## config.mk

```make
export PLATFORM = sky130hd
export DESIGN_NAME = step_generator
export DESIGN_NICKNAME = d
export VERILOG_FILES = /design/src/rtl/step_generator.sv
export SDC_FILE = /design/constraint.sdc
export NUM_CORES = 1
export LEC_CHECK = 0
export BUFFER_PORTS_ARGS = -buffer_cell sky130_fd_sc_hd__buf_2
export CORE_AREA = 2 2 186 133
export CTS_CLUSTER_DIAMETER = 150
export DETAILED_ROUTE_END_ITERATION = 16
export DIE_AREA = 0 0 188 135
export PLACE_DENSITY = 0.52
export SLEW_MARGIN = 0
export SYNTH_ARGS = -nofsm -noshare
export SYNTH_HDL_FRONTEND = slang
export SYNTH_SLANG_ARGS = --single-unit
```

## constraint.sdc

```tcl
create_clock -name clk_in -period 9.1 [get_ports clk_in]
set_clock_uncertainty 0.05 [all_clocks]
set_input_delay 0.91 -clock clk_in [delete_from_list [all_inputs] [get_ports clk_in]]
set_output_delay 0.91 -clock clk_in [all_outputs]
set_load 0.02 [all_outputs]
```

## src/rtl/step_generator.sv

```systemverilog
// Memory-mapped step/direction pulse generator for the picorv32 data bus.
// Optional POSITION counter at word 3 is built when STEP_POSITION_EN is defined.
module step_generator #(
  parameter int DATA_WIDTH  = 32,
  parameter int PULSE_WIDTH = 4,
  parameter int DIR_SETUP   = 8
) (
  input  logic                  clk_in,
  input  logic                  reset_in,
  input  logic                  enable_in,
  input  logic                  write_in,
  input  logic [1:0]            addr_in,
  input  logic [DATA_WIDTH-1:0] data_in,
  output logic [DATA_WIDTH-1:0] data_out,
  output logic                  ready_out,
  output logic                  step_out,
  output logic                  dir_out,
  output logic                  driver_en_n_out,
  output logic                  busy_out
);

  typedef enum logic [1:0] {S_IDLE, S_SETUP, S_HIGH, S_LOW} state_t;

  localparam logic [DATA_WIDTH-1:0] ONE        = DATA_WIDTH'(1);
  localparam logic [DATA_WIDTH-1:0] PW_W       = DATA_WIDTH'(PULSE_WIDTH);
  localparam logic [DATA_WIDTH-1:0] MIN_PERIOD = DATA_WIDTH'(PULSE_WIDTH + 1);
  localparam logic [DATA_WIDTH-1:0] SETUP_LAST = DATA_WIDTH'(DIR_SETUP - 1);
  localparam logic [DATA_WIDTH-1:0] HIGH_LAST  = DATA_WIDTH'(PULSE_WIDTH - 1);

  state_t                r_state, w_state_nxt;
  logic [DATA_WIDTH-1:0] r_cnt, w_cnt_nxt;
  logic [DATA_WIDTH-1:0] r_period, r_remaining, r_low_last, r_data_out;
  logic                  r_en_d, r_ready, r_drv_en, r_dir, r_dir_out, r_done, r_abort_pend;

  logic                  w_access, w_wr, w_wr_ctrl, w_busy, w_start, w_abort_wr;
  logic                  w_enter_high, w_enter_low, w_finish;
  logic [DATA_WIDTH-1:0] w_eff_period, w_rdata, w_pos_rd;

  assign w_access     = enable_in & ~r_en_d;
  assign w_wr         = w_access & write_in;
  assign w_wr_ctrl    = w_wr && (addr_in == 2'd0);
  assign w_busy       = (r_state != S_IDLE);
  assign w_start      = w_wr_ctrl && !w_busy && data_in[2] && data_in[0] && (r_remaining != '0);
  // While running, clearing drv_en is treated exactly like an explicit abort.
  assign w_abort_wr   = w_wr_ctrl && w_busy && (data_in[3] || !data_in[0]);
  assign w_eff_period = (r_period < MIN_PERIOD) ? MIN_PERIOD : r_period;

  always_comb begin
    w_state_nxt  = r_state;
    w_cnt_nxt    = r_cnt + ONE;
    w_enter_high = 1'b0;
    w_enter_low  = 1'b0;
    w_finish     = 1'b0;
    case (r_state)
      S_IDLE: begin
        w_cnt_nxt = '0;
        if (w_start) w_state_nxt = S_SETUP;
      end
      S_SETUP: begin
        if (w_abort_wr) begin
          w_state_nxt = S_IDLE;
          w_finish    = 1'b1;
        end else if (r_cnt == SETUP_LAST) begin
          w_state_nxt  = S_HIGH;
          w_cnt_nxt    = '0;
          w_enter_high = 1'b1;
        end
      end
      S_HIGH: begin
        // The pulse always runs to completion; a pending abort is honoured at its end.
        if (r_cnt == HIGH_LAST) begin
          w_cnt_nxt = '0;
          if (r_abort_pend || w_abort_wr) begin
            w_state_nxt = S_IDLE;
            w_finish    = 1'b1;
          end else begin
            w_state_nxt = S_LOW;
            w_enter_low = 1'b1;
          end
        end
      end
      S_LOW: begin
        if (w_abort_wr) begin
          w_state_nxt = S_IDLE;
          w_finish    = 1'b1;
        end else if (r_cnt == r_low_last) begin
          w_cnt_nxt = '0;
          if (r_remaining != '0 && !r_abort_pend) begin
            w_state_nxt  = S_HIGH;
            w_enter_high = 1'b1;
          end else begin
            w_state_nxt = S_IDLE;
            w_finish    = 1'b1;
          end
        end
      end
      default: w_state_nxt = S_IDLE;
    endcase
  end

`ifdef STEP_POSITION_EN
  logic [DATA_WIDTH-1:0] r_pos;
  always_ff @(posedge clk_in) begin
    if (reset_in)
      r_pos <= '0;
    else if (w_wr && addr_in == 2'd3 && !w_busy)
      r_pos <= data_in;
    else if (w_enter_high)
      r_pos <= r_pos + (r_dir_out ? ONE : '1);
  end
  assign w_pos_rd = r_pos;
`else
  assign w_pos_rd = '0;
`endif

  always_comb begin
    w_rdata = '0;
    case (addr_in)
      2'd0: w_rdata = {{(DATA_WIDTH-6){1'b0}}, r_done, w_busy, 2'b00, r_dir, r_drv_en};
      2'd1: w_rdata = r_period;
      2'd2: w_rdata = r_remaining;
      2'd3: w_rdata = w_pos_rd;
      default: w_rdata = '0;
    endcase
  end

  always_ff @(posedge clk_in) begin
    if (reset_in) begin
      r_state      <= S_IDLE;
      r_cnt        <= '0;
      r_period     <= '0;
      r_remaining  <= '0;
      r_low_last   <= '0;
      r_data_out   <= '0;
      r_en_d       <= 1'b0;
      r_ready      <= 1'b0;
      r_drv_en     <= 1'b0;
      r_dir        <= 1'b0;
      r_dir_out    <= 1'b0;
      r_done       <= 1'b0;
      r_abort_pend <= 1'b0;
    end else begin
      r_en_d     <= enable_in;
      r_ready    <= w_access;
      r_data_out <= (w_access && !write_in) ? w_rdata : '0;
      r_state    <= w_state_nxt;
      r_cnt      <= w_cnt_nxt;

      if (w_wr_ctrl) begin
        r_drv_en <= data_in[0];
        if (!w_busy) r_dir <= data_in[1];
      end
      if (w_wr && addr_in == 2'd1) r_period <= data_in;

      if (w_wr && addr_in == 2'd2 && !w_busy)
        r_remaining <= data_in;
      else if (w_enter_high && r_remaining != '0)
        r_remaining <= r_remaining - ONE;

      // Period is sampled at each LOW entry so mid-run PERIOD writes apply cleanly.
      if (w_enter_low) r_low_last <= w_eff_period - PW_W - ONE;

      if (w_start) begin
        r_dir_out <= data_in[1];
        r_done    <= 1'b0;
      end else if (w_finish) begin
        r_done <= 1'b1;
      end

      if (w_state_nxt == S_IDLE)
        r_abort_pend <= 1'b0;
      else if (r_state == S_HIGH && w_abort_wr)
        r_abort_pend <= 1'b1;
    end
  end

  assign data_out        = r_data_out;
  assign ready_out       = r_ready;
  assign step_out        = (r_state == S_HIGH);
  assign dir_out         = r_dir_out;
  assign driver_en_n_out = ~r_drv_en;
  assign busy_out        = w_busy;

endmodule
```

==> qor.txt <==
syn_nets = 1,074
Yosys Warn Count = 0
I/O pin cnt = 75
Core Box Area = 0.0235 mm^2
Final Power = 1.71 mW
status = finished clean
fmax = 257 MHz
Gate Count Post-Synth = 1,032
DP Area = 0.00898 mm^2
dominant synthesized flop cell = dfxtp_1
Critical Path RT = 9.41 ns
n_diodes = 0
Seq/Total Area, Yosys = 40.2%
P&R area growth vs syn = 13.9%
1st-pass router iterations = 8
setup TNS = 0 ns
post-synthesis sequential element count = 169
clock network latency to the later pin of the worst-skew pair = 0.45 ns
Netlist cell types = 77
# rows = 47
Port Buffers = 74
Die H = 135 um
synthesized area per cell = 8.16 um^2
die width = 188 um
Avg WL per Cell = 18.9 um
Worst VDD drop = 0.137 mV
fin crit period = 3.89 ns
die area = 0.0254 mm^2
maxcap violations = 0
number of routed nets with antenna violations = 0
Initial Util = 35.9%
number of global-route vias before repair = 7,072
slew at the pin with the worst max-slew slack = 1.14 ns
Final Cycle Share = 42.7%
Clock Path Buffers = 2
# clock sinks = 169
vias per inst = 5.51
final setup fails = 0
iteration-0 DRC count of the detailed router = 692
GRT Util Overall = 21.2%
LEAKAGE = 3.48 nW
final-report hold violation count = 0
Total Wirelength = 26,400 um
via count = 7,708
Worst R2R Start = r_remaining[19]
unrepaired setup endpoints after global routing = no
global-route wire length before repair = 41,800 um
grt ovf = 0
crit path max fanout = 14
gp weighted congestion = 0.895
design area = 0.00959 mm^2
layout cells sized above 1 = 13.9%
min-delay src = r_cnt[0]
worst min path class = reg -> reg
crit start category = input port
clk root buf = clkbuf_16
Final Slew Violations = 0
CTS tree = yes
hold-fix buffers at CTS = 0
Post-CTS Setup Bufs = 0
synthesized area = 0.00842 mm^2
Setup crit end kind = flop
largest net degree at the start of global routing = 64
CTS clk-pin slew, worst paths = 0.07 ns
Critical Path Start = enable_in
CP arrival = 4.20 ns
critical path class = in -> reg
NumNets Final = 1,109
post-cts resize count = 0
share of synthesized flip-flops with an asynchronous set or reset = 0%
CTS Buf Count = 17
Max-slew headroom = 23.6%
# DRC = 0
H-tree lvl count = 4
Pwr Density = 179 mW/mm^2
initial antenna violation count = 0
Post-synth EDFFs = 0
HPWL after DPL = 19,300 um
-- power by group --
| part | internal, mW | leakage (nW) | switching [mW] |
|---|---|---|---|
| Sequential | 0.746 | 1.36 | 0.00971 |
| Combinational | 0.0667 | 1.82 | 0.120 |
| Clock | 0.455 | 0.297 | 0.316 |
| Total | 1.27 | 3.48 | 0.447 |
-- routing by layer --
metal | wire, um | track usage (%) | vias to the layer above
li1 | - | - | 3758
met1 | 13900 | 33.2 | 3675
met2 | 10200 | 28.4 | 261
met3 | 2150 | 6.16 | 14
met4 | 214 | 3.85 | 0
met5 | 0 | 0 | -
-- registers in the layout (all words and copies together) (netlist names) --
name          cells
ready_out         1
r_period         32
r_cnt            32
dir_out           1
r_low_last       32
r_remaining      32
r_en_d            1
data_out         32
r_abort_pend      1
r_drv_en          1
r_dir             1
r_state           2
r_done            1
-- synth_stat cells (3+ instances only) --
library cell	instances	area, um^2
nor4_1	25	156
xnor2_1	39	342
o211ai_1	11	82.6
mux2i_1	6	60.1
or4_1	6	45.0
clkbuf_1	55	206
nand3b_1	3	22.5
a211oi_1	28	210
a32oi_1	7	61.3
dfxtp_1	169	3380
a311oi_1	5	43.8
a21oi_1	58	290
buf_2	5	25.0
or2_2	8	50.1
o21ai_0	12	60.1
inv_1	17	63.8
nand3_1	31	155
or4_4	3	33.8
nor3_1	28	140
nand2b_1	5	31.3
nand2_1	129	484
ha_1	4	50.1
o31ai_1	6	45.0
or3_1	11	68.8
o21a_1	4	30.0
nand4_1	22	138
nor2_1	149	559
a22oi_1	29	218
xor2_1	47	412
nor2b_1	6	37.5
and4_1	9	78.8
nor4b_1	3	26.3
and2_1	4	25.0
o22ai_1	5	31.3
a31oi_1	18	113
and3_1	11	68.8
-- kinds of logic after synthesis --
kind of cell | share of synthesized area (%)
AND/OR/NAND/NOR | 28.1
AO/OA/AOI/OAI | 16.8
flip-flops | 40.2
XOR/XNOR | 8.94
buffers and inverters | 4.46
multiplexers | 0.981
adder cells (fa/ha/maj) | 0.594
-- area by class of cell --
| type | count | area [um^2] |
|---|---|---|
| clock buffers | 22 | 474 |
| flip-flops and latches | 169 | 3380 |
| well taps | 318 | 398 |
| multi-input cells | 777 | 4680 |
| clock inverters | 10 | 141 |
| repair buffers | 83 | 440 |
| inverters | 19 | 71.3 |
| fillers | 2454 | 13900 |
-- critical path: stages --
cell	delay (ns)
buf_2	0.11
nand3b_1	0.20
nand2b_1	0.24
o21ai_0	0.31
nor2_1	0.91
o21ai_1	0.70
or4_1	0.66
a31oi_1	0.16
-- stage by stage --
stage / cells / setup WS (ns) / hold WS, ns / utilization (%)
global placement: 1366 / 4.95 / 0.412 / 38.3
CTS: 1398 / 5.32 / 0.432 / 40.9
global route: 1398 / 5.05 / 0.463 / 40.9
detailed placement: 1366 / 4.90 / 0.420 / 38.3
floorplan: 1032 / 6.14 / 0.391 / -
finish: 1398 / 5.21 / 0.432 / 40.9
-- layout by cell type, fill, tap and decap left out, types with 6 or more instances in the layout --
| master | instances |
|---|---|
| o31ai_1 | 6 |
| and3_1 | 11 |
| or3_1 | 11 |
| buf_2 | 73 |
| dfxtp_1 | 169 |
| nor4_1 | 25 |
| and4_1 | 9 |
| inv_1 | 17 |
| a32oi_1 | 7 |
| nand2_1 | 129 |
| a31oi_1 | 18 |
| xnor2_1 | 39 |
| nor3_1 | 28 |
| a211oi_1 | 28 |
| nand3_1 | 31 |
| xor2_1 | 47 |
| o21ai_0 | 12 |
| clkbuf_16 | 17 |
| mux2i_1 | 6 |
| buf_4 | 10 |
| a22oi_1 | 29 |
| or4_1 | 6 |
| nand4_1 | 22 |
| nor2_1 | 149 |
| or2_2 | 8 |
| o211ai_1 | 11 |
| a21oi_1 | 58 |
-- path summary, 6_finish.rpt --
kind	to	slack (ns)	cells past startpoint
setup / recovery	r_remaining[30]	5.21	8
hold / removal	r_cnt[0]	0.43	1
setup reg to reg	r_remaining[30]	5.34	7
hold reg to reg	r_cnt[0]	0.43	1
(Power assumes the default switching activity.)
